==> src/rtl/mem_access_unit_pkg.sv <==
// Shared definitions for the MEM-stage data-memory access unit:
// FUNCT3 width/sign codes, FSM state encoding and request legality helpers.
package mem_access_unit_pkg;

    localparam logic [2:0] F3_B  = 3'b000;
    localparam logic [2:0] F3_H  = 3'b001;
    localparam logic [2:0] F3_W  = 3'b010;
    localparam logic [2:0] F3_BU = 3'b100;
    localparam logic [2:0] F3_HU = 3'b101;

    typedef enum logic [1:0] {
        IDLE       = 2'd0,
        READ_WAIT  = 2'd1,
        WRITE_WAIT = 2'd2,
        DONE       = 2'd3
    } state_t;

    // Stores only know B/H/W; loads additionally have the unsigned forms.
    function automatic logic f3_legal(input logic is_load,
                                      input logic [2:0] f3);
        logic ok;
        if (is_load)
            ok = (f3 == F3_B) || (f3 == F3_H) || (f3 == F3_W) ||
                 (f3 == F3_BU) || (f3 == F3_HU);
        else
            ok = (f3 == F3_B) || (f3 == F3_H) || (f3 == F3_W);
        return ok;
    endfunction

    // Width is carried by FUNCT3[1:0] for both signed and unsigned forms.
    function automatic logic f3_aligned(input logic [2:0] f3,
                                        input logic [1:0] off);
        logic ok;
        case (f3[1:0])
            2'b01:   ok = ~off[0];
            2'b10:   ok = (off == 2'b00);
            default: ok = 1'b1;
        endcase
        return ok;
    endfunction

endpackage

==> src/rtl/mem_access_unit_load_align.sv <==
// Load alignment: selects the addressed byte/half of the raw memory word
// and sign- or zero-extends it. Ports: rdata_i, offset_i, funct3_i -> result_o.
module load_align
    import mem_access_unit_pkg::*;
(
    input  logic [31:0] rdata_i,
    input  logic [1:0]  offset_i,
    input  logic [2:0]  funct3_i,
    output logic [31:0] result_o
);

    logic [7:0]  byte_sel;
    logic [15:0] half_sel;

    always_comb begin
        byte_sel = rdata_i[7:0];
        unique case (offset_i)
            2'd0: byte_sel = rdata_i[7:0];
            2'd1: byte_sel = rdata_i[15:8];
            2'd2: byte_sel = rdata_i[23:16];
            2'd3: byte_sel = rdata_i[31:24];
        endcase
        half_sel = offset_i[1] ? rdata_i[31:16] : rdata_i[15:0];
    end

    always_comb begin
        result_o = rdata_i;
        case (funct3_i)
            F3_B:    result_o = {{24{byte_sel[7]}}, byte_sel};
            F3_H:    result_o = {{16{half_sel[15]}}, half_sel};
            F3_BU:   result_o = {24'd0, byte_sel};
            F3_HU:   result_o = {16'd0, half_sel};
            default: result_o = rdata_i;
        endcase
    end

endmodule

==> src/rtl/mem_access_unit.sv <==
// MEM-stage data-memory access unit: request/ack handshake with a multi-cycle
// data memory, store lane steering, load alignment/extension and pipeline
// stall. Ports: pipeline side (MEM_READ/WRITE, FUNCT3, ADDRESS, WRITE_DATA,
// READ_DATA, BUSYWAIT, ACCESS_ERROR) and memory side (DMEM_*).
module mem_access_unit
    import mem_access_unit_pkg::*;
(
    input  logic        CLK,
    input  logic        RESET,
    input  logic        MEM_READ,
    input  logic        MEM_WRITE,
    input  logic [2:0]  FUNCT3,
    input  logic [31:0] ADDRESS,
    input  logic [31:0] WRITE_DATA,
    output logic [31:0] READ_DATA,
    output logic        BUSYWAIT,
    output logic        ACCESS_ERROR,
    output logic        DMEM_READ,
    output logic        DMEM_WRITE,
    output logic [29:0] DMEM_ADDRESS,
    output logic [31:0] DMEM_WRITEDATA,
    output logic [3:0]  DMEM_BYTE_EN,
    input  logic [31:0] DMEM_READDATA,
    input  logic        DMEM_ACK
);

    state_t      state_q, state_d;
    logic        rd_q, wr_q, err_q, err_d;
    logic [29:0] addr_q;
    logic [1:0]  off_q;
    logic [2:0]  f3_q;
    logic [31:0] wdata_q, wdata_st;
    logic [3:0]  en_q, en_st;
    logic [31:0] rdata_q, rdata_d;
    logic [31:0] load_res;
    logic        req, ok, idle, accept;

    // A read wins over a write when both are asserted.
    assign req    = MEM_READ | MEM_WRITE;
    assign ok     = f3_legal(MEM_READ, FUNCT3) &
                    f3_aligned(FUNCT3, ADDRESS[1:0]);
    assign idle   = (state_q == IDLE);
    assign accept = idle & req & ok;
    assign err_d  = idle & req & ~ok;

    always_comb begin
        wdata_st = WRITE_DATA;
        en_st    = 4'b1111;
        case (FUNCT3[1:0])
            2'b00: begin
                wdata_st = {4{WRITE_DATA[7:0]}};
                en_st    = 4'b0001 << ADDRESS[1:0];
            end
            2'b01: begin
                wdata_st = {2{WRITE_DATA[15:0]}};
                en_st    = ADDRESS[1] ? 4'b1100 : 4'b0011;
            end
            default: ;
        endcase
    end

    always_comb begin
        state_d  = state_q;
        BUSYWAIT = 1'b0;
        case (state_q)
            IDLE: begin
                if (accept) begin
                    BUSYWAIT = 1'b1;
                    state_d  = MEM_READ ? READ_WAIT : WRITE_WAIT;
                end
            end
            READ_WAIT: begin
                BUSYWAIT = 1'b1;
                if (DMEM_ACK) state_d = DONE;
            end
            WRITE_WAIT: begin
                BUSYWAIT = 1'b1;
                if (DMEM_ACK) state_d = DONE;
            end
            DONE:    state_d = IDLE;
            default: state_d = IDLE;
        endcase
    end

    load_align u_load_align (
        .rdata_i  (DMEM_READDATA),
        .offset_i (off_q),
        .funct3_i (f3_q),
        .result_o (load_res)
    );

    // Errors clear the load result so a faulting load never forwards stale data.
    always_comb begin
        rdata_d = rdata_q;
        if (state_q == READ_WAIT && DMEM_ACK) rdata_d = load_res;
        else if (err_d)                       rdata_d = '0;
    end

    always_ff @(posedge CLK or posedge RESET) begin
        if (RESET) begin
            state_q <= IDLE;
            rd_q    <= 1'b0;
            wr_q    <= 1'b0;
            err_q   <= 1'b0;
            addr_q  <= '0;
            off_q   <= '0;
            f3_q    <= '0;
            wdata_q <= '0;
            en_q    <= '0;
            rdata_q <= '0;
        end else begin
            state_q <= state_d;
            rd_q    <= (state_d == READ_WAIT);
            wr_q    <= (state_d == WRITE_WAIT);
            err_q   <= err_d;
            rdata_q <= rdata_d;
            if (accept) begin
                addr_q  <= ADDRESS[31:2];
                off_q   <= ADDRESS[1:0];
                f3_q    <= FUNCT3;
                wdata_q <= wdata_st;
                en_q    <= en_st;
            end
        end
    end

    assign READ_DATA      = rdata_q;
    assign ACCESS_ERROR   = err_q;
    assign DMEM_READ      = rd_q;
    assign DMEM_WRITE     = wr_q;
    assign DMEM_ADDRESS   = addr_q;
    assign DMEM_WRITEDATA = wdata_q;
    assign DMEM_BYTE_EN   = en_q;

endmodule
==> config.mk <==
export PLATFORM = sky130hd
export DESIGN_NAME = mem_access_unit
export DESIGN_NICKNAME = d
export VERILOG_FILES = /design/src/rtl/mem_access_unit_pkg.sv /design/src/rtl/mem_access_unit_load_align.sv /design/src/rtl/mem_access_unit.sv
export SDC_FILE = /design/constraint.sdc
export NUM_CORES = 1
export LEC_CHECK = 0
export CORE_MARGIN = 4
export CORE_UTILIZATION = 43
export DETAILED_ROUTE_END_ITERATION = 16
export GPL_TIMING_DRIVEN = 0
export PLACE_DENSITY_LB_ADDON = 0.25
export SYNTH_ARGS = -nofsm -noshare
export SYNTH_HDL_FRONTEND = slang
export SYNTH_SLANG_ARGS = --single-unit
==> constraint.sdc <==
create_clock -name CLK -period 4.21 [get_ports CLK]
set_input_delay 0.842 -clock CLK [delete_from_list [all_inputs] [get_ports CLK]]
set_output_delay 0.842 -clock CLK [all_outputs]
set_load 0.01 [all_outputs]
Yosys cells after proc, flatten, opt, wreduce, memory -nomap -nowiden
Cells that the tools add are included.

storage, ports and cells
  register bits after elaboration = 108
  input port bits = 104
  output and inout port bits = 102
  logic and storage cells = 64

operators by class
  equal/unequal tests = 17
  shifts and indexed selects = 1
  muxes and demuxes = 16
  bitwise logic cells = 7
  reductions and logical operators = 13

operators by type and width
  kind                   count
  $pmux W32 S4           1
  $mux W32               2
  $pmux W32 S2           1
  $pmux W8 S4            1
  $mux W16               1
  $eq A2 B2 Y1 const B   6
  $eq A3 B3 Y1 const B   4
  $eq A2 B1 Y1 const B   4
  $logic_not A2 Y1       4
  $pmux W4 S2            1
  $eq A3 B1 Y1 const B   2
  $logic_not A3 Y1       2
  $mux W2                3
  $pmux W2 S3            1
  $and A1 B1 Y1          4
  $logic_or A1 B1 Y1     4
  $mux W4                1
  $pmux W1 S2            2
  $shl A1 B2 Y4 const A  1
  $eq A3 B2 Y1 const B   1
  $mux W1                2
  $not A1 Y1             2
  $reduce_bool A2 Y1     1
  $reduce_or A2 Y1       1
  2 further kinds        2

Logic depth before layout (Yosys ltp)
Gate-level depths: netlist of the first run.

  word-level depth = 11
  mapped depth = 11
  mapped depth without buffers = 7

Cells and area by module
From an unflattened synthesis of the first run, not the netlist that was laid out.

unflattened totals
  cell total of the unflattened synthesis = 518
  area, all modules = 5161.2 um2

by module, submodules not included
  module           instances  cells each  area an instance (um2)  seq. area each (um2)
  mem_access_unit  1          408         4511.8                  2702.6
  load_align       1          110         649.4                   0.0

Worst setup path before layout of the first run
No wires, ideal clock.

  path type = input-to-output
  start point = input FUNCT3[1]
  end point = output BUSYWAIT
  arrival time = 2.685 ns
  slack = 0.683 ns
  stages = 11
  path buffers = 4
  path through = clkbuf_1 inv_1 ha_1 buf_2 or2_4 a21oi_4 nor4b_4 buf_6 buf_4 nor2_1 nor2_1

between the ends
  longest elaborated chain between the ends = 10

RTL lines
  what                                                     line                                                  text
  start, declared                                          mem_access_unit.sv:12                                 input logic [2:0] FUNCT3,
  $eq A3 B1 Y1 / $logic_not A3 Y1 (equally long branches)  mem_access_unit_pkg.sv:23, mem_access_unit_pkg.sv:26
  $logic_or A1 B1 Y1 (2 in a row)                          mem_access_unit_pkg.sv:23, mem_access_unit_pkg.sv:26
  $logic_or A1 B1 Y1                                       mem_access_unit_pkg.sv:23                             ok = (f3 == F3_B) || (f3 == F3_H) || (f3 == F3_W) ||
  $logic_or A1 B1 Y1                                       mem_access_unit_pkg.sv:24                             (f3 == F3_BU) || (f3 == F3_HU);
  $mux W1                                                  mem_access_unit_pkg.sv:22                             if (is_load)
  $and A1 B1 Y1 *                                          mem_access_unit.sv:40                                 assign ok = f3_legal(MEM_READ, FUNCT3) &
  $and A1 B1 Y1 *                                          mem_access_unit.sv:43                                 assign accept = idle & req & ok;
  $mux W1 *                                                mem_access_unit.sv:67                                 if (accept) begin
  $pmux W1 S2 *                                            mem_access_unit.sv:65                                 case (state_q)
  end, declared                                            mem_access_unit.sv:16                                 output logic BUSYWAIT,

Every way passes the cells marked *; elsewhere a longest branch is shown, timed or not.

Worst setup path after layout of the first run
Same ends and word-level chain as after synthesis.

==> metrics.md, run 1 <==
| Metric | Value |
|---|---|
| Tot Pwr | `around 5.2 mW` |
| Die area | `between 10000 and 15000 um2` |
| Grt total ovfl | `0` |
| Outcome | `completed` |
| Core Rows | `39` |
| Setup-failing EPs final | `0` |
| Area of the core | `11470 um2` |
| Crit-path max FO | `10` |
| Tcrit/Tclk final | `0.9602` |
| Yosys reg bits | `108` |
| Clk_skew | `~0.0069 ns` |
| TritonRoute pass-1 iters | `6` |
| Initial Util | `0.4414` |
| Final wirelength | `roughly 16000 um` |
| Final worst path period need | `between 4 and 5 ns` |
| PwrDens | `between 600 and 700 nW/um2` |
| Vias | `approximately 4500` |
| Buf/Inv on CP | `7` |
| Sequential area share after synthesis | `0.5340` |
| CTS buffer count | `9` |
| Worst VDD drop | `0.0003694 V` |
| Slowest cell delay on critical path | `around 0.5 ns` |
| Vias in the first global route | `about 4700` |
| Max-cap violations | `0` |
| Final worst slack | `~0.17 ns` |
| Die extent in y | `116.5 um` |
| H-Tree Level Count | `3` |
| Total Routing Usage GR | `0.2308` |
| Slew Viols, Final | `0` |
| Slowest cell on the critical path | `clkdlybuf4s50_1` |
| Area delta synth->final | `52.16%` |
| Cells after synthesis | `457` |
| Post-synth EDFFs | `0` |
| Asr flop ratio synth | `1.000` |
| Longest Clk Path Bufs | `2` |
| Leak | `3.317 nW` |
| Largest net degree at the start of global routing | `between 60 and 70` |
| Reg clk slew, reported paths | `~0.07 ns` |
| Share of layout cells above drive strength 1 | `0.07195` |
| Antenna-violating nets left | `0` |
| Nets@finish | `between 700 and 800` |
| Final hold vios | `0` |
| Endpoint type of the worst setup path | `primary output` |
| Crit start category | `primary input` |
| Placer Congestion | `0.8091` |
| Worst-Skew Late Latency | `roughly 0.35 ns` |
| WS Path Type | `primary input to primary output` |
| Crit path required time | `around 3.4 ns` |
| # IOs | `between 200 and 250` |
| Synth Cell Area | `just over 5000 um2` |
| Die Wd | `between 100 and 150 um` |
| TNS Setup | `0 ns` |
| Hold WC Path Type | `register to register` |
| Pre-CTS WS | `-0.6865 ns` |
| Syn_nets | `between 500 and 600` |
| Average size of a mapped cell | `11.07 um2` |
| Ys Warns | `0` |
| Iter 0 DRT Violations | `~260` |
| CTS tree | `built` |
| N_diodes | `0` |
| Critical Path AT | `approximately 3.2 ns` |
| Initial antenna violation count | `0` |
| Crit-path cells | `clkdlybuf4s50_1 > clkbuf_8 > inv_1 > ha_1 > buf_4 > or2_4 > a21oi_4 > nor4b_4 > buf_6 > buf_4 > nor2_1 > nor2_1 > dlygate4sd2_1` |
| DR DRC count | `0` |
| Hpwl dp | `11700 um` |
| Hold_buf cts | `0` |
| Fmax | `between 200 and 250 MHz` |
| Ys flop type | `dfrtp_1` |
| Slew headroom | `0.3651` |
| RSZ-0062 raised after global routing | `no` |
| First-pass GRT wire length | `24040 um` |
| Clk sinks | `~110` |
| Worst hold margin | `0.4836 ns` |
| CTS root buf | `clkbuf_16` |
| Via-per-instance ratio | `about 5.5` |
| Slew at the pin with the worst max-slew slack | `between 0.9 and 1 ns` |
| Library cells used by synthesis | `44` |
| WL/cell | `about 19 um` |
| Cell family with most CP delay | `buffers and inverters` |
| IO Port Bufs | `around 200` |
==> state kept, by name, indices dropped and copies added, names as in the netlist, 2 cells and up <==
register	cells
off_q	2
state_q	2
f3_q	3
DMEM_ADDRESS	30
DMEM_WRITEDATA	32
READ_DATA	32
DMEM_BYTE_EN	4
==> cell usage in the layout (no fill, tap or decap), drive strengths merged, types with 2 or more instances in the layout <==
cell type / count
clkbuf: 24
nor2: 50
nor2b: 2
buf: 20
nand2b: 11
o21ai: 13
mux2i: 15
a32o: 8
nand2: 48
dfrtp: 108
ha: 6
inv: 11
nor3: 2
clkdlybuf4s50: 204
mux2: 45
a21oi: 32
a211oi: 7
clkinv: 2
or2: 2
a221o: 7
a22oi: 32
a31oi: 10
bufinv: 3
==> synth_stat cells, drive strengths merged, types with 2 or more instances <==
library cell,number,area [um2]
nor3,2,10.01
clkbuf,14,52.55
a22oi,32,240.2
buf,17,148.9
a32o,8,80.08
a31oi,10,62.56
nand2,48,180.2
mux2i,15,150.1
inv,11,41.29
ha,6,75.07
nand2b,11,68.82
a21oi,32,171.4
o21ai,13,65.06
dfrtp,108,2703
a211oi,7,52.55
nor2,50,187.7
nor2b,2,12.51
a221o,7,70.07
or2,2,15.02
mux2,45,506.7
==> what timing repair did <==
action,CTS,global route
endpoints found under the setup margin,1,0
resized for setup,6,0
buffers inserted,2,0
==> per-stage QoR <==
stage	util	cells	cell area, um2
after floorplan	-	457	5061
after global placement	0.6359	805	7292
after detailed placement	0.6385	806	7322
after CTS	0.6716	824	7701
after global routing	0.6716	824	7701
final	0.6716	824	7701
==> per-layer routing <==
layer | track usage | routed length [um]
met5 | 0 | 0
met4 | 0.09822 | 454
met1 | 0.2794 | 6180
met3 | 0.08031 | 1429
met2 | 0.3753 | 7587
==> worst paths after layout <==
check	start	to	slack (ns)	cells past startpoint
max in group asynchronous	RESET	READ_DATA[9]	2.53	3
min	READ_DATA[0]	READ_DATA[0]	0.48	2
max reg2reg	state_q[1]	DMEM_ADDRESS[29]	1.84	8
min in group asynchronous	RESET	DMEM_ADDRESS[26]	0.95	2
max	FUNCT3[1]	BUSYWAIT	0.17	13
min reg2reg	READ_DATA[0]	READ_DATA[0]	0.48	2
==> power breakdown <==
group          switching [mW]  leakage (nW)  internal [mW]
Sequential              0.275          1.31           1.51
Combinational            1.11          1.84           1.31
Clock                   0.391         0.169          0.598
==> logic make-up (layout without fill, tap and decap cells) <==
| family | count (synthesis) | in the layout | synth area share |
|---|---|---|---|
| simple gates | 122 | 122 | 0.1063 |
| flops | 108 | 108 | 0.5340 |
| mux | 61 | 61 | 0.1342 |
| buf+inv | 42 | 266 | 0.04796 |
| fa+ha+maj | 6 | 6 | 0.01483 |
| compound gates | 118 | 118 | 0.1627 |
==> cell type report <==
type / instances / area [um2]
Fill cell: 885 / 3766
Sequential cell: 108 / 2703
Multi-Input combinational cell: 307 / 2118
Timing Repair Buffer: 208 / 2093
Clock buffer: 10 / 239.0
Buffer: 31 / 214.0
Tap cell: 143 / 178.9
Clock inverter: 6 / 111.4
Inverter: 11 / 43.79
==> worst register-to-register path, stage by stage (launching register included) <==
cell	delay [ns]
dfrtp_1	0.43
inv_1	0.12
ha_1	0.24
o21ai_0	0.25
nor4b_4	0.35
buf_6	0.14
buf_4	0.20
buf_6	0.19
mux2_1	0.34
(Power assumes the default switching activity.)
==> run 2, diff against run 1 <==
==> constraint.sdc (replaced) <==
create_clock -name CLK -period 4.21 [get_ports CLK]
set_input_delay 0.421 -clock CLK [delete_from_list [all_inputs] [get_ports CLK]]
set_output_delay 0.421 -clock CLK [all_outputs]
set_load 0.01 [all_outputs]
==> metrics.md, run 2 (synthesis gave the netlist of run 1 again) <==
| Metric | Value |
|---|---|
| Reg clk slew, reported paths | `0.07 ns (about the same)` |
| RSZ-0062 raised after global routing | `no (unchanged)` |
| Clk sinks | `108 (unchanged)` |
| Tot Pwr | `5.190 mW (was 5.195 mW)` |
| Leak | `3.303 nW (was 3.317 nW)` |
| Core Rows | `39 (unchanged)` |
| Slew Viols, Final | `0 (unchanged)` |
| Iter 0 DRT Violations | `271 (was 259)` |
| Placed cell areas | `7322 um2 (unchanged)` |
| Vias | `4527 (was 4528)` |
| Final instance area | `7674 um2 (was 7701 um2)` |
| Worst-Skew Late Latency | `0.35 ns (about the same)` |
| Crit start category | `primary input (unchanged)` |
| Slew at the pin with the worst max-slew slack | `0.9246 ns (was 0.9450 ns)` |
| Layout fillers | `892 (was 885)` |
| Post-CTS Setup Inserts | `0 (was 2)` |
| Area delta synth->final | `51.62% (was 52.16%)` |
| Initial antenna violation count | `0 (unchanged)` |
| Util after Layout | `0.6692 (was 0.6716)` |
| Hold_buf cts | `0 (unchanged)` |
| Final worst slack | `0.4783 ns (was 0.1674 ns)` |
| Grt total ovfl | `0 (unchanged)` |
| Outcome | `completed (unchanged)` |
| Nets@finish | `784 (was 786)` |
| Endpoint type of the worst setup path | `primary output (unchanged)` |
| Final worst path period need | `3.732 ns (was 4.043 ns)` |
| Die area | `13570 um2 (unchanged)` |
| Initial Util | `0.4414 (unchanged)` |
| Tcrit/Tclk final | `0.8864 (was 0.9602)` |
| Final wirelength | `15560 um (was 15650 um)` |
| Via-per-instance ratio | `5.507 (was 5.495)` |
| Top Usage Layer GRT | `met2 (unchanged)` |
| Longest Clk Path Bufs | `2 (unchanged)` |
| TritonRoute pass-1 iters | `5 (was 6)` |
| Clk_skew | `0.006287 ns (was 0.006936 ns)` |
| Vias in the first global route | `4708 (was 4723)` |
| Share of layout cells above drive strength 1 | `0.06775 (was 0.07195)` |
| Placer Congestion | `0.8091 (unchanged)` |
| Area of the core | `11470 um2 (unchanged)` |
| Most frequent cells in the layout | `205 x clkdlybuf4s50_1, 108 x dfrtp_1, 50 x nor2_1, 48 x nand2_1, 41 x mux2_1 (was 204 x clkdlybuf4s50_1, 108 x dfrtp_1, 50 x nor2_1, 48 x nand2_1, 41 x mux2_1)` |
| Critical Path AT | `3.31 ns (was 3.20 ns)` |
| H-Tree Level Count | `3 (unchanged)` |
| PwrDens | `676.4 nW/um2 (was 674.6 nW/um2)` |
| Hold WC Path Type | `register to register (unchanged)` |
| Die extent in y | `116.5 um (unchanged)` |
| Max-cap violations | `0 (unchanged)` |
| CTS buffer count | `9 (unchanged)` |
| M2 GR Usage | `0.3730 (was 0.3753)` |
| N_diodes | `0 (unchanged)` |
| CTS tree | `built (unchanged)` |
| Worst hold margin | `0.4819 ns (was 0.4836 ns)` |
| Total Routing Usage GR | `0.2300 (was 0.2308)` |
| Slew headroom | `0.3789 (was 0.3651)` |
| Setup-failing EPs final | `0 (unchanged)` |
| Die Wd | `116.5 um (unchanged)` |
| Met3 GRT Util | `0.08031 (unchanged)` |
| # IOs | `206 (unchanged)` |
| Leading cell type in the layout, fill and taps excluded | `clkdlybuf4s50_1 (unchanged)` |
| Crit path required time | `3.79 ns (was 3.37 ns)` |
| Dpl cells | `806 (unchanged)` |
| TNS Setup | `0 ns (unchanged)` |
| First-pass GRT wire length | `23980 um (was 24040 um)` |
| IO Port Bufs | `205 (unchanged)` |
| M1 GR Usage | `0.2794 (unchanged)` |
| Final hold vios | `0 (unchanged)` |
| Cts repair resizes | `0 (was 6)` |
| Largest net degree at the start of global routing | `61 (unchanged)` |
| WL/cell | `18.93 um (was 18.99 um)` |
| Worst VDD drop | `0.0003695 V (was 0.0003694 V)` |
| DR DRC count | `0 (unchanged)` |
| Fmax | `268.0 MHz (was 247.4 MHz)` |
| CTS root buf | `clkbuf_16 (unchanged)` |
| Crit-path max FO | `10 (unchanged)` |
| Hpwl dp | `11700 um (unchanged)` |
| Pre-CTS WS | `0.1555 ns (was -0.6865 ns)` |
| Antenna-violating nets left | `0 (unchanged)` |
| Non-Filler Instances | `822 (was 824)` |
| WS Path Type | `primary input to primary output (unchanged)` |
==> run 2: layout make-up <==
type                       count  area, um2  share of cell area
buffer                        31      202.7             0.02641
clock buffer                  10      239.0             0.03114
clock inverter                 6      111.4             0.01451
inverter                      11      43.79            0.005707
multi-input combinational    307       2116              0.2757
sequential                   108       2703              0.3522
tap                          143      178.9             0.02332
timing repair buffer         206       2079              0.2710
==> run 2: final timing paths <==
path / from / to / slack, ns / cells past startpoint
min in group asynchronous: RESET / DMEM_ADDRESS[26] / 0.52 / 2
worst max register to register: state_q[1] / off_q[1] / 1.99 / 7
worst min register to register: READ_DATA[0] / READ_DATA[0] / 0.48 / 2
max in group asynchronous: RESET / READ_DATA[9] / 2.96 / 3
worst max-delay path: FUNCT3[1] / BUSYWAIT / 0.48 / 13
worst min-delay path: READ_DATA[0] / READ_DATA[0] / 0.48 / 2
==> run 2: report_power, final <==
| group | internal [mW] | switching (mW) | leakage [nW] |
|---|---|---|---|
| sequential | 1.51 | 0.273 | 1.31 |
| clock | 0.598 | 0.387 | 0.169 |
| combinational | 1.32 | 1.11 | 1.82 |
| total | 3.42 | 1.77 | 3.30 |
==> run 2: worst max-delay path: stages <==
cell             delay (ns)
clkdlybuf4s50_1        0.47
clkbuf_2               0.35
inv_1                  0.12
ha_1                   0.19
buf_2                  0.19
or2_4                  0.29
a21oi_4                0.22
nor4b_4                0.08
buf_6                  0.18
buf_4                  0.18
nor2_1                 0.09
nor2_1                 0.05
clkdlybuf4s50_1        0.47
==> run 2: per-layer routing <==
layer  vias to the layer above  wire (um)
met3                        24       1464
met2                       198       7675
met4                         0        365
met1                      2226       6053
met5                         -          0
li1                       2079          -
==> edit 1 (flow settings as in run 2) <==
Register the output `ACCESS_ERROR` once more, cleared by the reset; this adds one clock of latency there. The other outputs are not delayed to match.
--- a/src/rtl/mem_access_unit.sv
+++ b/src/rtl/mem_access_unit.sv
@@ -127,3 +127,9 @@
     assign READ_DATA      = rdata_q;
-    assign ACCESS_ERROR   = err_q;
+    always_ff @(posedge CLK or posedge RESET) begin
+        if (RESET) begin
+            ACCESS_ERROR <= '0;
+        end else begin
+            ACCESS_ERROR <= err_q;
+        end
+    end
     assign DMEM_READ      = rd_q;
Check against the original RTL: not equivalent (Yosys sat finds a counterexample within 4 cycles, from zero or initial values and one cycle with RESET high).
==> edit 1 against run 2 <==
Wire length rose by 1.7%. Sequential cell count rose by 1. Worst setup slack improved by 0.070 ns. Power rose by 3.0%. Area after synthesis fell by 0.45%. First-iteration DRC count rose by 15%. Sequential share of layout area rose by 0.55 points. Cell area fell by 0.62%.
==> edit 1: results (changes against run 2) <==
Worst setup path
  • R2r startpoint: state_q[1]$_DFF_PP0_
  • Critical path arrival: 3.24 ns (-0.07 ns)
  • Worst-path maximum fanout: 10 (unchanged)
  • Crit path from: FUNCT3[0]
  • Worst reg2reg path depth: 8 (+1)
  • RR Endpoint: DMEM_WRITEDATA[4]$_DFFE_PP0N_
  • Worst path max stage delay: 0.57 ns (+0.10 ns)
  • CP Capture Point: BUSYWAIT
  • R2r setup slk: 1.96 ns (-0.03 ns)

Timing
  • F_max: 0.2731 GHz (+1.9%)
  • Fin Clk Skew: 0.006439 ns (+0.0001519 ns)
  • Slew Limit Headroom: 46.79% (+8.9 points)

Power
  • Combinational power share: 47.9% (+1.2 points)
  • Clk power: 922 uW (-6.4%)
  • Clock Power Share: 17.2% (-1.8 points)
  • VDD IR max: 0.3604 mV (-2.5%)
  • Sw Share: 34.80% (+0.72 points)
  • Static Leak: 3.447 nW (+4.4%)

Final layout
  • Multi-input gate area: 0.002053 sq mm (-3.0%)
  • Ant diodes: 0 (unchanged)
  • Ratio of cells with drive above 1 in the final layout: 6.540% (-0.24 points)
  • Filler instances: 913 (+2.4%)
  • Nets: 839 (+7.0%)

Detailed routing
  • DR iter-0 viols: 313 (+15%)
  • Via Count: 4719 (+4.2%)
  • Post-Route WL: 15820 um (+1.7%)
  • Vias/cell: 5.381 (-2.3%)

Hold path
  • Hold WC Path Type: reg2reg
  • Hold_sp: err_q$_DFF_PP0_

Clocking
  • CTS H-tree depth: 3 (unchanged)
  • CTS resizes: 0 (unchanged)
  • Clock root buffer: clkbuf_16
  • Post-CTS setup buffer count: 0 (unchanged)
  • Clock Path Buffers: 2 (unchanged)

Placed design
  • Port bufs: 205 (unchanged)
  • DPL Wire Length: 11940 um (+2.0%)
  • Placed Cells: 861 (+6.8%)
  • Gpl congestion: 0.8753 (+8.2%)
  • Dpl ws: 0.5512 ns (+0.3957 ns)
  • Post-DP Area: 0.007300 sq mm (-0.31%)

Yosys
  • Sequential share of the synthesized area: 54.13% (+0.74 points)
  • Syn_nets: 622 (+9.7%)
  • Distinct cells, synth: 44 (unchanged)
  • Most instantiated cells after synthesis: 152 x nand2_1, 109 x dfrtp_1, 42 x nor2_1, 17 x clkbuf_1
  • Syn Area/Cell: 9.841 sq um (-11%)
  • Prevailing post-synth register cell: dfrtp_1
  • Synth area leaders: dfrtp_1 54%, nand2_1 11%, a221o_1 3.2%
  • Post-synth ARST share: 100.0% (unchanged)

Global routing
  • Largest net degree at the start of global routing: 62 (+1.6%)
  • Vias in the first global route: 4826 (+2.5%)
  • Gr usage total: 23.63% (+0.63 points)
  • First-pass GRT wire length: 24730 um (+3.1%)

Run status
  • Status: complete, no violations
## edit 1: changes by cell type after synthesis, sizes merged, moves of 8 or more
cell and change:
a21oi -18, a221o +9, a22oi -22, a32o -8
mux2 -44, nand2 +104
## edit 1: layer usage
layer / routed length, um / vias up / track usage, % / part of all wire (%)
li1: - / 2206 / - / -
met1: 6334 / 2277 / 29.11 / 40
met2: 7480 / 205 / 38.83 / 47
met3: 1544 / 31 / 7.098 / 9.8
met4: 455 / 0 / 9.822 / 2.9
met5: 0 / - / 0 / 0
## edit 1: worst max-delay path: cells and delay by family
kind	cells	cell delay (ns)
buffers and inverters	4	1.58
adders and majority gates	1	0.19
and+or+nand+nor	5	1.06
## edit 1: worst min path at each step
stage               cells past startpoint  slack, ns                endpoint
finish                                  0       0.35  ACCESS_ERROR$_DFF_PP0_
detailed placement                      0       0.34  ACCESS_ERROR$_DFF_PP0_
floorplan                               0       0.33  ACCESS_ERROR$_DFF_PP0_
global route                            0       0.36  ACCESS_ERROR$_DFF_PP0_
CTS                                     0       0.35  ACCESS_ERROR$_DFF_PP0_
global placement                        0       0.34  ACCESS_ERROR$_DFF_PP0_
## edit 1: final cells by class
type	count	area share, %
buffer	34	2.740
clock buffer	12	3.363
clock inverter	4	0.9188
inverter	13	0.6727
multi-input combinational	356	26.92
sequential	109	35.77
tap	143	2.346
timing repair buffer	206	27.27
## edit 1: kinds of logic after synthesis
kind of cell | share of synthesized area (%)
AO/OA/AOI/OAI | 18.28
buffers and inverters | 5.116
AND/OR/NAND/NOR | 17.13
multiplexers | 3.849
adder cells (fa/ha/maj) | 1.490
flip-flops | 54.13
==> edit 2 (config.mk and constraints of run 2) <==
Made on the original files. Make the reset (`RESET`) synchronous in one clocked block.
--- a/src/rtl/mem_access_unit.sv
+++ b/src/rtl/mem_access_unit.sv
@@ -98,3 +98,3 @@
 
-    always_ff @(posedge CLK or posedge RESET) begin
+    always_ff @(posedge CLK) begin
         if (RESET) begin
Behaviour: differs if RESET is asserted again (counterexample within 4 cycles, from zero or initial values and one cycle with RESET high); with RESET held inactive, the same outputs for 10 cycles.
==> edit 2 against run 2 <==
Cell area is 9.3% lower. Sequential cell count stayed put. Worst setup slack worse by 0.24 ns. Core utilization is 0.47 points higher. Wire length is 2.6% lower. Sequential share of layout area is 4.1 points lower. Area after synthesis is 9.6% lower.
Power is not compared: it rests on default switching activity, and its combinational part moved more than twofold at a synthesized area within 25%.
==> edit 2: results (changes against run 2) <==
Yosys
  • Distinct cells, synth: 41 (-6.8%)
  • Synth area leaders: dfxtp_1 47%, nand2_1 8.3%, a21oi_1 7.1%
  • Syn_nets: 640 (+13%)
  • Sequential share of the synthesized area: 47.26% (-6.1 points)
  • Most instantiated cells after synthesis: 108 x dfxtp_1, 101 x nand2_1, 65 x a21oi_1, 39 x nor2_1, 27 x a211oi_1
  • Post-synth ARST share: 0% (-100 points)

Clocking
  • Clock root buffer: clkbuf_8
  • Worst-path clk slew: 0.10 ns (+0.03 ns)
  • Worst-Skew Late Latency: 0.38 ns (+0.03 ns)
  • Post-CTS setup buffer count: 0 (unchanged)

Detailed routing
  • Drt pass-1 iters: 4 (-1)
  • Per-cell routed wire length: 17.10 um (-9.7%)
  • Vias/cell: 5.337 (-3.1%)
  • DR iter-0 viols: 223 (-18%)

Placed design
  • Post-DP Area: 0.006787 sq mm (-7.3%)
  • Port bufs: 204 (-0.49%)
  • Gpl congestion: 0.9217 (+14%)
  • Dpl ws: 0.2751 ns (+0.1196 ns)
  • DPL Wire Length: 11970 um (+2.2%)

Hold path
  • Hold_sp: DMEM_ADDRESS[21]$_SDFFE_PP0N_
  • Hold path endpoint: DMEM_ADDRESS[21]$_SDFFE_PP0N_
  • Hold WC Path Type: reg2reg

Worst setup path
  • R2r setup slk: 2.07 ns (+0.08 ns)
  • Worst path max stage delay: 0.54 ns (+0.07 ns)
  • RR Endpoint: DMEM_BYTE_EN[2]$_SDFFE_PP0N_
  • R2r startpoint: state_q[1]$_SDFF_PP0_
  • Crit path from: FUNCT3[1]
  • Worst reg2reg path depth: 9 (+2)
  • Critical path arrival: 3.55 ns (+0.24 ns)

Run status
  • Status: complete, no violations

Timing
  • Worst-margin pin slew: 0.7854 ns (-0.1392 ns)
  • Fin Clk Skew: 0.007033 ns (+0.0007456 ns)

Global routing
  • Vias in the first global route: 4709 (+0.021%)
  • Gr usage total: 23.98% (+0.98 points)
  • Largest net degree at the start of global routing: 17 (-72%)
  • First-pass GRT wire length: 23930 um (-0.23%)

Power
  • Sw Share: around 31%

Final layout
  • Ratio of cells with drive above 1 in the final layout: 6.267% (-0.51 points)
  • Nets: 855 (+9.1%)
[edit 2: layer usage]
layer  part of all wire (%)  wire (um)  track usage (%)  vias to the layer above
li1                       -          -                -                     2295
met5                      0          0                0                        -
met1                     39       5970            27.28                     2231
met2                     49       7424            41.55                      179
met3                    9.5       1437            9.716                       24
met4                    2.1        317            6.732                        0
[edit 2: power by group through the flow]
stage	Clock [mW]	Combinational [mW]	Sequential, mW
after floorplan	0	0.335	1.23
after global placement	0	0.749	1.19
after detailed placement	0	0.768	1.19
after CTS	0.601	0.771	1.17
after global routing	0.646	0.837	1.18
final	0.581	0.771	1.17
[edit 2: final cells by class]
cell class                      count  area [sq um]
Buffer                             40         187.7
Clock buffer                       13         148.9
Clock inverter                      3         21.27
Fill cell                         854          3367
Inverter                           11         41.29
Multi-Input combinational cell    371          2183
Sequential cell                   108          2162
Tap cell                          136         170.2
Timing Repair Buffer              204          2042
[edit 2: worst max path at each step]
stage                     to  slack (ns)  depth (start not counted)
finish              BUSYWAIT        0.24                         12
global route        BUSYWAIT        0.04                         12
CTS                 BUSYWAIT        0.27                         12
detailed placement  BUSYWAIT        0.28                         12
global placement    BUSYWAIT        0.36                         12
floorplan           BUSYWAIT        1.61                         10
[edit 2: logic make-up (layout without fill, tap and decap cells)]
group | count (synthesis) | in the layout | synth area share [%]
and+or+nand+nor | 169 | 169 | 15.21
adders and majority gates | 6 | 6 | 1.641
AOI/OAI and AO/OA | 179 | 179 | 26.86
muxes | 17 | 17 | 4.021
buffers and inverters | 51 | 271 | 5.005
DFF | 108 | 108 | 47.26
[edit 2: through the flow]
step | instances | hold slack [ns]
finish | 886 | 0.4578
global route | 886 | 0.4787
CTS | 886 | 0.4600
detailed placement | 870 | 0.4420
global placement | 870 | 0.4357
floorplan | 530 | 0.4493
[edit 2: worst min-delay path, cell delays in order, from the launching register on]
cell and delay, ns:
dfxtp_1 0.32, nand2_1 0.05, a21oi_1 0.05
